--- config.mk ---
export PLATFORM = sky130hd
export DESIGN_NAME = fetch_buffer_flat
export DESIGN_NICKNAME = d
export VERILOG_FILES = /design/src/rtl/decoder_pkg.sv /design/src/rtl/fetch_buffer_if.sv /design/src/rtl/fetch_byte_ring.sv /design/src/rtl/fetch_buffer.sv /design/src/flat_wrapper.sv
export SDC_FILE = /design/constraint.sdc
export NUM_CORES = 1
export LEC_CHECK = 0
export CORE_ASPECT_RATIO = 1.5
export CORE_MARGIN = 5
export CORE_UTILIZATION = 35
export CTS_BUF_LIST = sky130_fd_sc_hd__clkbuf_8
export DETAILED_ROUTE_END_ITERATION = 10
export PLACE_DENSITY_LB_ADDON = 0.08
export SLEW_MARGIN = 10
export SYNTH_ARGS = -nofsm -noshare
export SYNTH_HDL_FRONTEND = slang
export SYNTH_SLANG_ARGS = --single-unit
--- constraint.sdc ---
create_clock -name clk -period 6 [get_ports clk]
set_input_delay 1.2 -clock clk [delete_from_list [all_inputs] [get_ports clk]]
set_output_delay 1.2 -clock clk [all_outputs]
set_load 0.01 [all_outputs]
--- src/rtl/decoder_pkg.sv ---
// Shared definitions for the instruction fetch/decode front end.
// Holds the default ring geometry, the fixed interface widths and the
// decode window type used by fetch_buffer and its interface.
package decoder_pkg;

  localparam int DEF_BUF_BYTES   = 32;
  localparam int DEF_FETCH_BYTES = 8;
  localparam int DEF_WIN_BYTES   = 15;

  localparam int ADDR_W = 64;
  localparam int LEN_W  = 4;
  localparam int CNT_W  = $clog2(DEF_BUF_BYTES) + 1;

  // Byte 0 (oldest) sits at bits [0:7], byte 1 at [8:15], and so on.
  typedef logic [0:8*DEF_WIN_BYTES-1]  window_t;
  typedef logic [8*DEF_FETCH_BYTES-1:0] beat_t;

endpackage

--- src/rtl/fetch_buffer_if.sv ---
// Bundle of the fetch, redirect, decode-window and consume signals of
// fetch_buffer.
//   master : fetch unit / decoder side (drives beats, flush, consume)
//   slave  : fetch_buffer (drives fetch_ready, window, status, error)
interface fetch_buffer_if;
  import decoder_pkg::*;

  logic                fetch_valid;
  beat_t               fetch_data;
  logic                fetch_ready;
  logic                flush;
  logic [ADDR_W-1:0]   flush_addr;
  window_t             window;
  logic                win_valid;
  logic [CNT_W-1:0]    win_count;
  logic [ADDR_W-1:0]   win_addr;
  logic                consume_valid;
  logic [LEN_W-1:0]    consume_len;
  logic                consume_err;

  modport master (
    output fetch_valid, fetch_data, flush, flush_addr, consume_valid, consume_len,
    input  fetch_ready, window, win_valid, win_count, win_addr, consume_err
  );

  modport slave (
    input  fetch_valid, fetch_data, flush, flush_addr, consume_valid, consume_len,
    output fetch_ready, window, win_valid, win_count, win_addr, consume_err
  );

endinterface

--- src/rtl/fetch_byte_ring.sv ---
// Byte storage of the fetch ring.
//   clk     : rising-edge clock
//   wr_en   : write one beat this edge
//   wr_ptr  : ring index of the first byte of the beat
//   wr_data : beat, byte k at bits [8k+7:8k]
//   rd_ptr  : ring index of window byte 0
//   window  : WIN_BYTES consecutive ring bytes starting at rd_ptr (wrapping)
// Storage holds no reset: validity is tracked by the count in the parent.
module fetch_byte_ring
  import decoder_pkg::*;
#(
  parameter int BUF_BYTES   = DEF_BUF_BYTES,
  parameter int FETCH_BYTES = DEF_FETCH_BYTES,
  parameter int WIN_BYTES   = DEF_WIN_BYTES
) (
  input  logic                         clk,
  input  logic                         wr_en,
  input  logic [$clog2(BUF_BYTES)-1:0] wr_ptr,
  input  logic [8*FETCH_BYTES-1:0]     wr_data,
  input  logic [$clog2(BUF_BYTES)-1:0] rd_ptr,
  output logic [0:8*WIN_BYTES-1]       window
);

  localparam int PTR_W = $clog2(BUF_BYTES);

  logic [7:0] mem [BUF_BYTES];

  // Index arithmetic is PTR_W wide, so the beat wraps around the ring end.
  always_ff @(posedge clk) begin
    if (wr_en) begin
      for (int k = 0; k < FETCH_BYTES; k++) begin
        mem[wr_ptr + PTR_W'(k)] <= wr_data[8*k +: 8];
      end
    end
  end

  always_comb begin
    window = '0;
    for (int i = 0; i < WIN_BYTES; i++) begin
      window[8*i +: 8] = mem[rd_ptr + PTR_W'(i)];
    end
  end

endmodule

--- src/rtl/fetch_buffer.sv ---
// Instruction fetch ring buffer feeding a variable-length decoder.
// Fetch beats of FETCH_BYTES bytes are appended at tail; the decoder sees
// the oldest WIN_BYTES bytes as a window and retires 1..WIN_BYTES bytes per
// consume. A flush redirects the stream to a new address.
//   clk     : sole clock, rising edge
//   reset_n : asynchronous active-low reset
//   bus     : fetch_buffer_if.slave (fetch beat in, flush, window out,
//             consume in, sticky consume_err)
module fetch_buffer
  import decoder_pkg::*;
#(
  parameter int BUF_BYTES   = DEF_BUF_BYTES,
  parameter int FETCH_BYTES = DEF_FETCH_BYTES,
  parameter int WIN_BYTES   = DEF_WIN_BYTES
) (
  input  logic           clk,
  input  logic           reset_n,
  fetch_buffer_if.slave  bus
);

  localparam int PTR_W = $clog2(BUF_BYTES);
  localparam int CW    = PTR_W + 1;

  localparam logic [CW-1:0]    READY_MAX = CW'(BUF_BYTES - FETCH_BYTES);
  localparam logic [CW-1:0]    WIN_MIN   = CW'(WIN_BYTES);
  localparam logic [LEN_W-1:0] LEN_MAX   = LEN_W'(WIN_BYTES);

  logic [PTR_W-1:0]  head, head_n;
  logic [PTR_W-1:0]  tail, tail_n;
  logic [CW-1:0]     count, count_n;
  logic [ADDR_W-1:0] win_addr_q, win_addr_n;
  logic              err_q, err_n;

  logic fetch_ready_w;
  logic fetch_acc;
  logic consume_ok;

  // Ready depends on the registered count only, so a same-cycle consume
  // never feeds back into the fetch handshake.
  assign fetch_ready_w = (count <= READY_MAX);
  assign fetch_acc     = bus.fetch_valid && fetch_ready_w;

  assign consume_ok = bus.consume_valid
                   && (bus.consume_len != '0)
                   && (CW'(bus.consume_len) <= count)
                   && (bus.consume_len <= LEN_MAX);

  always_comb begin
    head_n     = head;
    tail_n     = tail;
    count_n    = count;
    win_addr_n = win_addr_q;
    err_n      = err_q;
    if (bus.flush) begin
      // Redirect wins over everything; error flag is left as is.
      head_n     = '0;
      tail_n     = '0;
      count_n    = '0;
      win_addr_n = bus.flush_addr;
    end else begin
      if (fetch_acc) begin
        tail_n  = tail + PTR_W'(FETCH_BYTES);
        count_n = count + CW'(FETCH_BYTES);
      end
      if (consume_ok) begin
        head_n     = head + PTR_W'(bus.consume_len);
        count_n    = count_n - CW'(bus.consume_len);
        win_addr_n = win_addr_q + ADDR_W'(bus.consume_len);
      end else if (bus.consume_valid) begin
        err_n = 1'b1;
      end
    end
  end

  always_ff @(posedge clk or negedge reset_n) begin
    if (!reset_n) begin
      head       <= '0;
      tail       <= '0;
      count      <= '0;
      win_addr_q <= '0;
      err_q      <= 1'b0;
    end else begin
      head       <= head_n;
      tail       <= tail_n;
      count      <= count_n;
      win_addr_q <= win_addr_n;
      err_q      <= err_n;
    end
  end

  fetch_byte_ring #(
    .BUF_BYTES   (BUF_BYTES),
    .FETCH_BYTES (FETCH_BYTES),
    .WIN_BYTES   (WIN_BYTES)
  ) u_ring (
    .clk     (clk),
    .wr_en   (fetch_acc && !bus.flush),
    .wr_ptr  (tail),
    .wr_data (bus.fetch_data),
    .rd_ptr  (head),
    .window  (bus.window)
  );

  assign bus.fetch_ready = fetch_ready_w;
  assign bus.win_valid   = (count >= WIN_MIN);
  assign bus.win_count   = CNT_W'(count);
  assign bus.win_addr    = win_addr_q;
  assign bus.consume_err = err_q;

endmodule

--- src/flat_wrapper.sv ---
// flat-port wrapper written by rule: the top's interface ports become plain ports
module fetch_buffer_flat import decoder_pkg::*;
#(
  parameter int BUF_BYTES   = DEF_BUF_BYTES,
  parameter int FETCH_BYTES = DEF_FETCH_BYTES,
  parameter int WIN_BYTES   = DEF_WIN_BYTES
)
  (clk, reset_n, bus_fetch_valid, bus_fetch_data, bus_flush, bus_flush_addr, bus_consume_valid, bus_consume_len, bus_fetch_ready, bus_window, bus_win_valid, bus_win_count, bus_win_addr, bus_consume_err);
  fetch_buffer_if bus_i ();
  input  logic clk;
  input  logic reset_n;
  input wire logic [$bits(bus_i.fetch_valid)-1:0] bus_fetch_valid;
  input wire logic [$bits(bus_i.fetch_data)-1:0] bus_fetch_data;
  input wire logic [$bits(bus_i.flush)-1:0] bus_flush;
  input wire logic [$bits(bus_i.flush_addr)-1:0] bus_flush_addr;
  input wire logic [$bits(bus_i.consume_valid)-1:0] bus_consume_valid;
  input wire logic [$bits(bus_i.consume_len)-1:0] bus_consume_len;
  output wire logic [$bits(bus_i.fetch_ready)-1:0] bus_fetch_ready;
  output wire logic [$bits(bus_i.window)-1:0] bus_window;
  output wire logic [$bits(bus_i.win_valid)-1:0] bus_win_valid;
  output wire logic [$bits(bus_i.win_count)-1:0] bus_win_count;
  output wire logic [$bits(bus_i.win_addr)-1:0] bus_win_addr;
  output wire logic [$bits(bus_i.consume_err)-1:0] bus_consume_err;
  assign bus_i.fetch_valid = bus_fetch_valid;
  assign bus_i.fetch_data = bus_fetch_data;
  assign bus_i.flush = bus_flush;
  assign bus_i.flush_addr = bus_flush_addr;
  assign bus_i.consume_valid = bus_consume_valid;
  assign bus_i.consume_len = bus_consume_len;
  assign bus_fetch_ready = bus_i.fetch_ready;
  assign bus_window = bus_i.window;
  assign bus_win_valid = bus_i.win_valid;
  assign bus_win_count = bus_i.win_count;
  assign bus_win_addr = bus_i.win_addr;
  assign bus_consume_err = bus_i.consume_err;
  fetch_buffer #(.BUF_BYTES(BUF_BYTES), .FETCH_BYTES(FETCH_BYTES), .WIN_BYTES(WIN_BYTES)) u_core (.clk(clk), .reset_n(reset_n), .bus(bus_i));
endmodule
* Word-level counts from Yosys, hierarchy flattened
Memory sizes are Yosys's and may differ from the RTL's. Index checks and enable logic that the tools add are counted.
Storage, ports and cells: register bits after elaboration 81, RAM bits 256, memories kept 1
Memories:
- u_core.u_ring.mem | depth 32, bits a word 8, read ports 15, clocked after Yosys merged registers in 0, write ports 8, RTL line fetch_byte_ring.sv:26 | logic [7:0] mem [BUF_BYTES];
Cells by class: add/sub/neg operators 26, magnitude comparators 4, muxes and demuxes 12, bitwise gates (word level) 2, reduce and logical (&&, ||, !) cells 10
Operators by type and width (count):
- $mux W64 | 2
- $add A64 B4 Y64 | 1
- $add A5 B3 Y5 const B | 8
- $add A5 B4 Y5 const B | 8
- $mux W6 | 4
- $add A5 B2 Y5 const B | 4
- $mux W5 | 4
- $add A5 B1 Y5 const B | 2
- $add A6 B4 Y6 const B | 1
- $ge A6 B4 Y1 const B | 1
- $le A4 B6 Y1 | 1
- $le A6 B5 Y1 const B | 1
- $sub A6 B4 Y6 | 1
- $add A5 B4 Y5 | 1
- $logic_and A1 B1 Y1 | 5
- $le A4 B4 Y1 const B | 1
- $reduce_bool A2 Y1 | 2
- $reduce_bool A4 Y1 | 1
- $reduce_and A3 Y1 | 1
- $mux W1 | 2
- $not A1 Y1 | 2
- $logic_not A1 Y1 | 1

* Logic depth before layout (Yosys ltp)
depth in word-level cells 7, depth in mapped cells 14, mapped depth without buffers 8

* Modules after synthesis
A second synthesis with hierarchy kept.
Second synthesis, totals: cells, all modules 5516, area total of the unflattened synthesis 47091.4 sq um
Modules (own cells, without submodules):
- fetch_byte_ring | times used 1, cells each 4853, area an instance 41548.6 sq um, seq. area each 7687.4 sq um
- fetch_buffer | times used 1, cells each 663, area an instance 5542.8 sq um, seq. area each 1951.9 sq um

* Least setup slack after synthesis
No wires, ideal clock.
path kind input to register, start point in bus_flush, end point mem u_core.u_ring.mem[0][0], enable pin, setup time 0.468 ns, arrival time 4.264 ns, data required time 5.532 ns, slack 1.268 ns, stages 5, buffers on the path 4, cell sequence buf_6 -> clkbuf_1 -> buf_6 -> clkbuf_1 -> nor3b_1
RTL lines:
- from (decl) | RTL line flat_wrapper.sv:14 | input wire logic [$bits(bus_i.flush)-1:0] bus_flush;
- to (decl) | RTL line fetch_byte_ring.sv:26

* Worst setup path in the final report
start point reg u_core.head[2], end point out bus_window[28]
On the way: cells in the longest elaborated chain, start to end 2
Ends and longest elaborated chain:
- from (decl) | RTL line fetch_buffer.sv:28 | logic [PTR_W-1:0] head, head_n;
- from (signal assigned) | RTL line fetch_buffer.sv:83 | head <= head_n;
- $add A5 B4 Y5 | RTL line fetch_byte_ring.sv:40 | window[8*i +: 8] = mem[rd_ptr + PTR_W'(i)];
- $mem_v2 Z32 W8
- to (decl) | RTL line flat_wrapper.sv:19 | output wire logic [$bits(bus_i.window)-1:0] bus_window;
No other way between the ends.

==> results.txt <==
- Detailed routing inserted a total of around 23k vias.
- Hold Path Class: in -> async
- Relative contribution of the clock network to total power: 0.121
* Synth Area per Inst: 11.63 um^2
- Of the available clock period, the critical path in the final layout requires 0.9602.
- Clock tree from TritonCTS: done
- Detailed-route wire length per cell: approximately 30 um
- Post-CTS repair timing setup buffer count: 0
* Count of final hold-check violations: 0
* Area fraction in compound gates after synthesis: 0.1214
* Syn Nets: 2,602
- Along the worst path, the maximum fanout reaches 55.
- For this run the aggregate overflow at the end of global routing stands at 0.
- After detailed placement, the total cell area comes to between 30,000 and 40,000 um^2.
- For this run, the leading register cell type out of synthesis is edfxtp_1.
- The worst pin sits at a relative slew slack of 0.1346.
- Final layout net count: around 2.8k
- Fin Clk Skew: 27.88 ps
- In this run, synthesis inferred 256 flip-flops with an integrated enable.
- Adder-cell share of the synthesized area: 0.01629
- Post-DP HPWL: between 80 and 90 mm
* Number of global-route vias before repair: around 23k
- Yosys printed 0 warnings.
- For this run, the total global-route usage over all layers was measured as 0.2419.
- Input and output buffers added on the ports amount to between 300 and 400.
- After floorplanning, the core was sized to cover around 80,000 um^2.
- For this configuration, the core starts out at a cell density of 0.3529.
* Fraction of the mapped netlist area in simple logic gates: 0.1255
* Die height: approximately 360 um
- Min Tclk post-route: 5761 ps
- Setup violations remaining at the end of the flow were counted as 0.
- Of the cells placed in the final design, the portion with a size suffix greater than 1 is 0.2425.
- Pins over their slew limit: 0
- The clock passes through at most 3 buffers.
- GR Layer Usage met1: 0.2818
* H-tree depth: 2
- Area share of the largest cell type after synthesis: 0.2789
* Launching element type of the critical path: register
- Of the total synthesized cell area, the portion taken by XOR and XNOR cells is 0.009298.
- By area the synthesized netlist is led by mux4_2 (28%), edfxtp_1 (27%), dfrtp_1 (6.9%).
- For met3 alone, demand over resource in global routing was 0.05375.
- Layout area overhead: 19.78%
* Clk root buf: clkbuf_8
* F_max: 0.1736 GHz
* Global-route wire length before repair: 158.4 mm
- Actual transition at the worst max-transition pin: about 1300 ps
- In the final timing run, aggregate negative setup slack is 0 ps.
* Outcome: finished, final reports clean
* Unrepaired setup endpoints after global routing: no
* Clk_lat worst skew: about 700 ps
- VDD sags by at most between 300 and 400 uV.
- After clock tree synthesis, the clock-pin slew on the worst setup and hold paths is 70 ps.
- Part of the power in registers: 0.160
- Clock tree synthesis inserted a total of 60 buffers.
- Net switching share of the total power: 0.4448
* Syn Inst Count: between 2k and 2.5k
- Area of combinational cells with multiple inputs: roughly 18,000 um^2
- The share of the Yosys chip area taken by registers is 0.3411.
* Sink count of the clock tree: ~330
- In the routed design, unresolved DRC markers number 0.
* Cell type contributing the most total cell area after synthesis: mux4_2
* Internal cell power: about 0.011 W
* Leakage power: around 13 nW
* Unique masters post-synth: 69
- Antenna violations before repair: 16
- Data on the critical path is required at its endpoint by between 4000 and 5000 ps.
- Global route hottest layer: met2
* Post-cts repair resize count: 0
* FF+latch area: between 9000 and 10,000 um^2
* Crit path capture type: primary output
- Post-synthesis mux area share: 0.3428
- Dividing total power by cell area gives a power density of approximately 560 nW/um^2.
* Cts-stage hold buffer count: 0
- The synthesized netlist occupies a cell area of 28,260 um^2.
* # rows: around 130
* Number of vias per cell: between 6 and 7
- Maxcap violations: 0
- GR met2 Demand/Resource: 0.4420
* Detailed-routing iteration count for the pre-antenna-repair pass: 5
- The floorplan step defined a die boundary enclosing 86,640 um^2.
- Classification of the worst setup path: reg -> out
* Number of register bits inferred by synthesis: around 330
* Share of flip-flops with an asynchronous set or reset: 0.2335
* Routability congestion estimate from global placement: around 0.90
* Number of top-level design ports: 330
- Entering global routing, the biggest net connects 130 pins.
* Routed wire length: around 110 mm
* Largest family of logic cells by synthesized area: multiplexers
- STA puts the critical path data arrival time at roughly 4600 ps.
* Number of nets with antenna violations after routing: 0
* Cell area after layout: around 34,000 um^2
- In this run the power spent charging and discharging nets is 0.008480 W.
* Comb power frac: 0.719
* Number of fillers in the final layout: 7,635
* 1st-iter DRT viols: 1,823
* Die Width: between 200 and 250 um
- At the end of the flow the core is filled with cells to 0.4227.
[worst max-delay path, cell delays in order, from the launching register on]
cell,delay (ps)
dfrtp_2,610
buf_4,640
ha_1,330
a21oi_1,120
xnor2_2,610
buf_4,370
nor2_1,80
a21oi_1,430
clkdlybuf4s50_1,670
[cell usage after synthesis, types with 16 or more instances]
library cell,instances
a21o_1,229
a21oi_1,63
a31oi_1,46
buf_1,22
buf_2,70
clkbuf_1,142
dfrtp_1,78
edfxtp_1,256
ha_1,32
inv_1,32
mux2_2,98
mux2i_1,70
mux4_2,350
nand2_1,353
nand3_1,71
nand4_1,33
nor2_1,96
nor2b_1,51
nor3_1,18
nor4_1,16
o21ai_0,61
o31ai_1,29
or4_1,18
xnor2_1,22
[power groups by stage]
| stage | clock [W] | combinational [W] | sequential (W) |
|---|---|---|---|
| floorplan | 0 | 0.00800 | 0.00299 |
| global placement | 0 | 0.0136 | 0.00308 |
| detailed placement | 0 | 0.0137 | 0.00309 |
| CTS | 0.00239 | 0.0138 | 0.00304 |
| global route | 0.00248 | 0.0145 | 0.00308 |
| finish | 0.00232 | 0.0137 | 0.00305 |
[worst paths after layout]
path	endpoint	cells past startpoint	slack, ps	startpoint
max	bus_window[28]	8	240	u_core.head[2]
max in group asynchronous	u_core.head[0]	2	4340	reset_n
max reg2reg	u_core.u_ring.mem[11][6]	6	2560	u_core.bus.win_count[1]
min	u_core.bus.win_addr[58]	1	430	reset_n
min in group clk	u_core.bus.consume_err	1	480	u_core.bus.consume_err
min reg2reg	u_core.bus.consume_err	1	480	u_core.bus.consume_err
[final cells by class]
cell class,count,area share
clock buffer,61,0.02480
antenna,8,0.0005914
sequential,334,0.2851
clock inverter,47,0.01172
tap,1032,0.03815
timing repair buffer,387,0.1141
multi-input combinational,1814,0.5219
inverter,33,0.003659
[logic make-up (layout without fill, tap and decap cells)]
family,after synthesis,in the layout
fa+ha+maj,35,35
flops,334,334
xor+xnor,30,30
other cells,0,8
simple gates,738,738
compound gates,493,493
mux,518,518
buf+inv,282,528
[state kept, by name, summed over array words and instances (netlist names)]
register / cells
u_core.bus.win_count: 6
u_core.bus.consume_err: 1
u_core.head: 5
u_core.u_ring.mem: 256
u_core.bus.win_addr: 64
u_core.tail: 2
[per-stage QoR]
step | hold WS (ps) | cells | worst slack (ps) | power [W]
5_1_grt | 405.3 | 3710 | 107.4 | 0.02008
6_report | 434.5 | 3716 | 238.9 | 0.01907
3_5_place_dp | 466.3 | 3600 | 976.9 | 0.01680
3_3_place_gp | 457.9 | 3600 | 997.0 | 0.01668
4_1_cts | 365.2 | 3708 | 206.6 | 0.01919
2_1_floorplan | 511.7 | 2430 | 1268 | 0.01098
[cells in the final DEF, fill, tap and decap left out, types with 19 or more instances in the layout]
cell / instances
nand4_1: 33
nand2_1: 353
mux4_2: 350
nand3_1: 71
edfxtp_1: 256
dfrtp_1: 74
a31oi_1: 46
mux2i_1: 70
a21o_1: 229
o21ai_0: 61
inv_1: 36
o31ai_1: 29
buf_4: 49
clkinv_1: 19
a21oi_1: 62
clkbuf_8: 61
mux2_2: 98
ha_1: 30
clkdlybuf4s50_1: 327
nor2b_1: 51
nor2_1: 95
[per-layer routing]
layer	vias up	wire (um)	part of all wire
met2	1068	56290	0.52
li1	10020	-	-
met5	-	108	0.0010
met1	11960	39710	0.37
met4	14	4039	0.037
met3	195	8138	0.075
Note: power is estimated with default switching activity, not from simulation.
